## src/rtl/uart_rx.sv

```systemverilog
// uart_rx -- UART receiver, start + DATA_W data bits (LSB first) + stop.
//   Samples the synchronized line at mid-bit and presents each good byte
//   with a one-cycle valid strobe. A stop bit sampled low flags a framing
//   error. The receiver then waits for the line to return high before it
//   accepts a new start bit.
//
// Optional feature: define UART_RX_PARITY_EN to add an even-parity bit
//   between the data bits and the stop bit. This enables parity_err.
//
// Parameters
//   BAUD_DIV   clocks per bit period (>= 4)
//   DATA_W     data bits per frame (>= 2)
// Ports
//   clk         system clock, rising edge
//   rst         asynchronous active-low reset
//   rx          serial line, idle high, asynchronous to clk
//   rx_data     last correctly framed byte, held until the next one
//   rx_valid    one-cycle pulse when rx_data updates
//   frame_err   one-cycle pulse when the stop bit is sampled low
//   parity_err  one-cycle pulse on parity mismatch (0 without the macro)
//   rx_busy     high whenever the FSM is not idle
module uart_rx #(
  parameter int BAUD_DIV = 434,
  parameter int DATA_W   = 8
) (
  input  logic              clk,
  input  logic              rst,
  input  logic              rx,
  output logic [DATA_W-1:0] rx_data,
  output logic              rx_valid,
  output logic              frame_err,
  output logic              parity_err,
  output logic              rx_busy
);

  localparam int CW = $clog2(BAUD_DIV);
  localparam int BW = $clog2(DATA_W + 1);
  localparam logic [CW-1:0] HALF_M1  = CW'(BAUD_DIV / 2 - 1);
  localparam logic [CW-1:0] BAUD_M1  = CW'(BAUD_DIV - 1);
  localparam logic [BW-1:0] LAST_BIT = BW'(DATA_W - 1);

  typedef enum logic [2:0] {
    S_IDLE, S_START, S_DATA, S_PARITY, S_STOP, S_BREAK
  } state_e;

  state_e             state_q, state_d;
  logic               rx_meta_q, rx_s_q;
  logic [CW-1:0]      cnt_q, cnt_d;
  logic [BW-1:0]      bit_q, bit_d;
  logic [DATA_W-1:0]  shift_q, shift_d;
  logic [DATA_W-1:0]  rx_data_q, rx_data_d;
  logic               rx_valid_q, rx_valid_d;
  logic               frame_err_q, frame_err_d;
  logic               tick;
`ifdef UART_RX_PARITY_EN
  logic               par_q, par_d;
  logic               parity_err_q, parity_err_d;
`endif

  // Sample point: half a bit into the start bit, then a full bit thereafter.
  assign tick = (state_q == S_START) ? (cnt_q == HALF_M1) : (cnt_q == BAUD_M1);

  // State register
  always_ff @(posedge clk or negedge rst) begin
    if (!rst) state_q <= S_IDLE;
    else      state_q <= state_d;
  end

  // Datapath registers. The synchronizer resets high so that reset is not
  // mistaken for a start bit.
  always_ff @(posedge clk or negedge rst) begin
    if (!rst) begin
      rx_meta_q    <= 1'b1;
      rx_s_q       <= 1'b1;
      cnt_q        <= '0;
      bit_q        <= '0;
      shift_q      <= '0;
      rx_data_q    <= '0;
      rx_valid_q   <= 1'b0;
      frame_err_q  <= 1'b0;
`ifdef UART_RX_PARITY_EN
      par_q        <= 1'b0;
      parity_err_q <= 1'b0;
`endif
    end else begin
      rx_meta_q    <= rx;
      rx_s_q       <= rx_meta_q;
      cnt_q        <= cnt_d;
      bit_q        <= bit_d;
      shift_q      <= shift_d;
      rx_data_q    <= rx_data_d;
      rx_valid_q   <= rx_valid_d;
      frame_err_q  <= frame_err_d;
`ifdef UART_RX_PARITY_EN
      par_q        <= par_d;
      parity_err_q <= parity_err_d;
`endif
    end
  end

  // Next-state and datapath update
  always_comb begin
    state_d = state_q;
    cnt_d   = cnt_q;
    bit_d   = bit_q;
    shift_d = shift_q;
`ifdef UART_RX_PARITY_EN
    par_d   = par_q;
`endif
    case (state_q)
      S_IDLE: begin
        cnt_d = '0;
        bit_d = '0;
        if (!rx_s_q) state_d = S_START;
      end
      S_START: begin
        if (tick) begin
          cnt_d   = '0;
          bit_d   = '0;
          // A line high again at mid start bit was only a glitch.
          state_d = rx_s_q ? S_IDLE : S_DATA;
        end else begin
          cnt_d = cnt_q + CW'(1);
        end
      end
      S_DATA: begin
        if (tick) begin
          cnt_d   = '0;
          // LSB arrives first: shift in at the top so it ends at bit 0.
          shift_d = {rx_s_q, shift_q[DATA_W-1:1]};
          bit_d   = bit_q + BW'(1);
          if (bit_q == LAST_BIT) begin
`ifdef UART_RX_PARITY_EN
            state_d = S_PARITY;
`else
            state_d = S_STOP;
`endif
          end
        end else begin
          cnt_d = cnt_q + CW'(1);
        end
      end
      S_PARITY: begin
        if (tick) begin
          cnt_d   = '0;
`ifdef UART_RX_PARITY_EN
          par_d   = rx_s_q;
`endif
          state_d = S_STOP;
        end else begin
          cnt_d = cnt_q + CW'(1);
        end
      end
      S_STOP: begin
        if (tick) begin
          cnt_d   = '0;
          state_d = rx_s_q ? S_IDLE : S_BREAK;
        end else begin
          cnt_d = cnt_q + CW'(1);
        end
      end
      S_BREAK: begin
        // A line held low after a bad stop is not a new start bit.
        cnt_d = '0;
        if (rx_s_q) state_d = S_IDLE;
      end
      default: state_d = S_IDLE;
    endcase
  end

  // Outputs: pulses are set up here and registered, so they land in the
  // cycle after the stop-bit sample.
  always_comb begin
    rx_busy     = (state_q != S_IDLE);
    rx_valid_d  = (state_q == S_STOP) && tick && rx_s_q;
    frame_err_d = (state_q == S_STOP) && tick && !rx_s_q;
    rx_data_d   = rx_valid_d ? shift_q : rx_data_q;
`ifdef UART_RX_PARITY_EN
    // Even parity: data bits and parity bit XOR to zero on a clean frame.
    parity_err_d = rx_valid_d && (^{shift_q, par_q});
`endif
  end

  assign rx_data   = rx_data_q;
  assign rx_valid  = rx_valid_q;
  assign frame_err = frame_err_q;
`ifdef UART_RX_PARITY_EN
  assign parity_err = parity_err_q;
`else
  assign parity_err = 1'b0;
`endif

endmodule

```

## config.mk

```make
export PLATFORM = sky130hd
export DESIGN_NAME = uart_rx
export DESIGN_NICKNAME = d
export VERILOG_FILES = /design/src/rtl/uart_rx.sv
export SDC_FILE = /design/constraint.sdc
export NUM_CORES = 1
export LEC_CHECK = 0
export CAP_MARGIN = 20
export CELL_PAD_IN_SITES_DETAIL_PLACEMENT = 1
export CELL_PAD_IN_SITES_GLOBAL_PLACEMENT = 2
export CORE_MARGIN = 2
export CORE_UTILIZATION = 41
export DETAILED_ROUTE_END_ITERATION = 8
export PLACE_DENSITY = 0.88
export RECOVER_POWER = 25
export SLEW_MARGIN = 25
export SYNTH_ARGS = -nofsm -noshare
export SYNTH_HDL_FRONTEND = slang
export SYNTH_SLANG_ARGS = --single-unit
```

## constraint.sdc

```tcl
create_clock -name clk -period 2.6 [get_ports clk]
set_input_delay 0.78 -clock clk [delete_from_list [all_inputs] [get_ports clk]]
set_output_delay 0.78 -clock clk [all_outputs]
set_load 0.01 [all_outputs]
```

== Word level (Yosys, flattened, before mapping) ==
Index checks and enable logic that the tools add are counted.

* Add/subtract/negate cells: 2
* Equal/unequal tests: 15
* Multiplexer cells: 16
* Reductions and logical operators: 13

{| class="wikitable"
|+ Operators by type and width
! cell !! number
|-
| two-way mux 3 bit || 8
|-
| one-hot mux 3 bit (6 select lines) || 1
|-
| one-hot mux 9 bit (2 select lines) || 1
|-
| != test 2 bit, second input constant || 7
|-
| one-hot mux 4 bit (3 select lines) || 1
|-
| adder 9 x 1 -> 9 bit, second input constant || 1
|-
| == test 9 x 8 -> 1 bit, second input constant || 1
|-
| == test 9 bit, second input constant || 1
|-
| two-way mux 9 bit || 1
|-
| two-way mux 4 bit || 2
|-
| AND reduction 7 bit || 1
|-
| == test 3 x 2 -> 1 bit, second input constant || 2
|-
| == test 3 bit, second input constant || 2
|-
| nonzero test 3 bit || 2
|-
| adder 4 x 1 -> 4 bit, second input constant || 1
|-
| == test 4 x 3 -> 1 bit, second input constant || 1
|-
| OR reduction 4 bit || 1
|-
| == test 3 x 1 -> 1 bit, second input constant || 1
|-
| logical AND 1 bit || 3
|-
| zero test 3 bit || 1
|-
| AND reduction 3 bit || 1
|-
| two-way mux 2 bit || 1
|-
| AND reduction 2 bit || 1
|-
| nonzero test 2 bit || 1
|-
| 3 further kinds || 3
|}

* Flip-flop bits (word level): 36
* Input port bits: 3
* Output and inout port bits: 12
* Word-level logic and storage cells: 55

== Logic depth before layout (Yosys ltp) ==
* Word-level depth: 4
* Depth in mapped cells: 7
* Depth with buffers taken out: 5

== Worst setup path after synthesis ==
OpenSTA, ideal clock, no wires.

* Kind: flip-flop to output port
* From: register state_q[0]
* To: output rx_busy
* Data arrival time: 0.982 ns
* Data required time: 1.820 ns
* Slack: 0.838 ns
* Stages on the path, launching flop included: 3
* Path through: dfrtp_1 > clkbuf_1 > or3_1

* Cells in the longest elaborated chain, start to end: 1

{| class="wikitable"
|+ Ends and longest elaborated chain
! item !! line !! RTL
|-
| start: declaration || 46 || <nowiki>state_e state_q, state_d;</nowiki>
|-
| start signal: assignment || 66 || <nowiki>else state_q <= state_d;</nowiki>
|-
| nonzero test 3 bit || 174 || <nowiki>rx_busy = (state_q != S_IDLE);</nowiki>
|-
| end: declaration || 33 || <nowiki>output logic rx_busy</nowiki>
|}

No other way between the ends.

== Worst setup path in the final report ==
* From: register state_q[1]
* To: output rx_busy

The elaborated chain is that of the path after synthesis.

==> flow_metrics.env <==
export IMPL_min_path_cells=0
export IMPL_syn_area_um2=1772
export IMPL_core_area_um2=4086
export IMPL_crit_chain="or3_1 -> clkdlybuf4s50_1"
export IMPL_drt_iter0_drc=82
export IMPL_fin_crit_ns=2.354
export IMPL_yosysTopAreaCellShare=0.4802
export IMPL_cts_path_max_buffers=2
export IMPL_place_congestion=0.8520
export IMPL_cp_top_family="flip-flops"
export IMPL_insertion_delay_ns=0.28
export IMPL_portBuffers=13
export IMPL_fin_total_pwr_uw=958.9
export IMPL_grt_use_total=0.1669
export IMPL_fmax_mhz=424.8
export IMPL_criticalPathCategory="reg -> out"
export IMPL_tightest_slew_ns=0.8540
export IMPL_clkSinkCount=36
export IMPL_grt_max_degree=37
export IMPL_setup_viol=0
export IMPL_cp_max_fo=10
export IMPL_synth_seq_cells=36
export IMPL_ios=15
export IMPL_cts_tree="done"
export IMPL_p_leak_uw=0.0009149
export IMPL_clock_skew_ns=0.002421
export IMPL_post_cts_resized=0
export IMPL_critPathRequiredTime_ns=1.82
export IMPL_crit_slowest_cell="dfrtp_1"
export IMPL_final_common_cell="dfrtp_1"
export IMPL_setup_tns_ns=0
export IMPL_postSynthNetCount=156
export IMPL_peakVddDrop_mv=0.2585
export IMPL_worst_ep_arrival_time_ns=1.57
export IMPL_seqCellArea_um2=903.4
export IMPL_area_growth_pct=14.76
export IMPL_synth_top_area_cell="dfrtp_1"
export IMPL_antennaDiodeCount=0
export IMPL_final_nets=172
export IMPL_drive_gt1_frac=0.2262
export IMPL_fp_dieW_um=69.74
export IMPL_post_cts_setup_buffers=0
export IMPL_drv_cap=0
export IMPL_ys_seq_area_frac=0.5099
export IMPL_p_per_area_nw_per_um2=471.6
export IMPL_status="finished clean"
export IMPL_avgRoutedWirePerCell_um=16.71
export IMPL_path_buf_inv=1
export IMPL_gr_total_overflow=0
export IMPL_critPathMaxStageDelay_ns=0.48
export IMPL_numCtsBuffers=5
export IMPL_wl_um=3643
export IMPL_drc=0
export IMPL_multi_input_comb_area_um2=813.3
export IMPL_synthArstFlopShare=1.000
export IMPL_avgViaCountPerCell=5.638
export IMPL_cts_root_buf="clkbuf_8"
export IMPL_fp_row_count=23
export IMPL_crit_cells=2
export IMPL_fill_cells=461
export IMPL_path_clk_slew_ns=0.07
export IMPL_antenna_found_initial=0
export IMPL_min_path_type="reg -> reg"
export IMPL_rsz0062_at_grt="no"
export IMPL_worstSetupStartpointType="flip-flop"
export IMPL_crit_path_end_kind="output port"
export IMPL_avgSynthCellArea_um2=11.73
export IMPL_die_y_um=69.74
export IMPL_ant_nets=0
export IMPL_grt_pass1_vias=1320
export IMPL_post_route_period_util=0.9055
export IMPL_ys_dominant_reg_cell="dfrtp_1"
export IMPL_hold_violations=0
export IMPL_die_area_um2=4863
export IMPL_r2r_cells=6
export IMPL_synth_edf_count=0
export IMPL_hold_buffers=0
export IMPL_num_vias=1229
export IMPL_slew_viol_final=0
export IMPL_yosysUniqueCellTypes=51
export IMPL_drtPass1Iterations=3
export IMPL_htreeDepth=2
export IMPL_max_slew_margin=0.4306
export IMPL_dp_hpwl_um=2684
export IMPL_synth_warnings=0
export IMPL_grt_pass1_wl_um=6410
export IMPL_ys_top_cells_by_area="dfrtp_1 (48%), mux2_2 (9.5%), dfstp_2 (3.0%), o21ai_0 (2.5%), and3_1 (1.8%)"
export IMPL_start_util=0.4336
export IMPL_synth_cells=151
export IMPL_final_cell_mix="dfrtp_1 (34), mux2_2 (15), clkdlybuf4s50_1 (11), o21ai_0 (9), nand2_1 (7)"
==> per-stage QoR <==
step           area [µm²]  std cells  hold WS (ns)  worst slack, ns  utilization
5_1_grt              2033        218        0.3737           0.1810       0.4976
3_3_place_gp         1951        210        0.3474           0.5634       0.4773
6_report             2033        218        0.3639           0.2458       0.4976
2_1_floorplan        1772        151        0.3452           0.8378            -
4_1_cts              2036        218        0.3692           0.2333       0.4982
3_5_place_dp         1951        210        0.3554           0.5515       0.4773
==> worst paths after layout <==
path	from	slack [ns]	end
hold reg to reg	rx_meta_q$_DFF_PN1_	0.36	rx_s_q$_DFF_PN1_
min in group asynchronous	rst	1.14	bit_q[3]$_DFFE_PN0P_
setup reg to reg	state_q[2]$_DFFE_PN0P_	0.69	bit_q[2]$_DFFE_PN0P_
setup / recovery	state_q[1]$_DFFE_PN0P_	0.25	rx_busy
max in group asynchronous	rst	0.92	state_q[2]$_DFFE_PN0P_
hold / removal	rx_meta_q$_DFF_PN1_	0.36	rx_s_q$_DFF_PN1_
==> layout make-up <==
type	instances	share of cell area
multi-input cells	103	0.4000
repair buffers	16	0.07385
clock buffers	7	0.03754
well taps	50	0.03077
flip-flops and latches	36	0.4443
inverters	5	0.009231
clock inverters	1	0.004308
==> sequential cells by signal, indices dropped and copies added (netlist names) <==
name	flops
bit_q	4
rx_meta_q	1
rx_valid	1
shift_q	8
rx_s_q	1
cnt_q	9
state_q	3
frame_err	1
rx_data	8
==> power by group <==
part | leakage [µW] | switching, µW | internal (µW)
registers | 0.000481 | 1.71 | 563
logic | 0.000391 | 12.2 | 2.95
clock network | 0.0000424 | 188 | 191
==> cell usage after synthesis, types with 2 or more instances <==
cell	instances
nand2_1	7
dfstp_2	2
inv_1	4
clkbuf_1	3
nor3_1	3
nand2b_1	2
mux2_2	15
a31oi_1	2
o21ai_0	9
nand4_1	2
nand3_1	5
xnor2_1	2
o21ai_1	2
and3_1	5
or3_1	2
buf_2	2
o2bb2ai_1	3
a21oi_1	5
nand4bb_1	2
a21o_1	2
xor2_1	2
dfrtp_1	34
ha_1	2
nor2_1	6
buf_4	2
==> kinds of logic after synthesis <==
kind of cell	share of synthesized area
compound gates	0.1448
xor+xnor	0.01978
fa+ha+maj	0.01412
buf+inv	0.03107
flops	0.5099
mux	0.1038
other cells	0.002117
simple gates	0.1744
==> metal layers <==
metal | global-route usage | part of all wire | vias to the layer above
li1 | - | - | 591
met1 | 0.2062 | 0.44 | 618
met2 | 0.2799 | 0.52 | 14
met3 | 0.05087 | 0.026 | 6
met4 | 0.05342 | 0.012 | 0
met5 | 0 | 0 | -
==> worst reg2reg max path: cells and delay by family (launching register included) <==
family,cells,cell delay [ns]
AND/OR/NAND/NOR,2,0.69
AO/OA/AOI/OAI,3,0.56
flip-flops,1,0.37
buffers and inverters,1,0.18
Note: power is estimated with default switching activity, not from simulation.
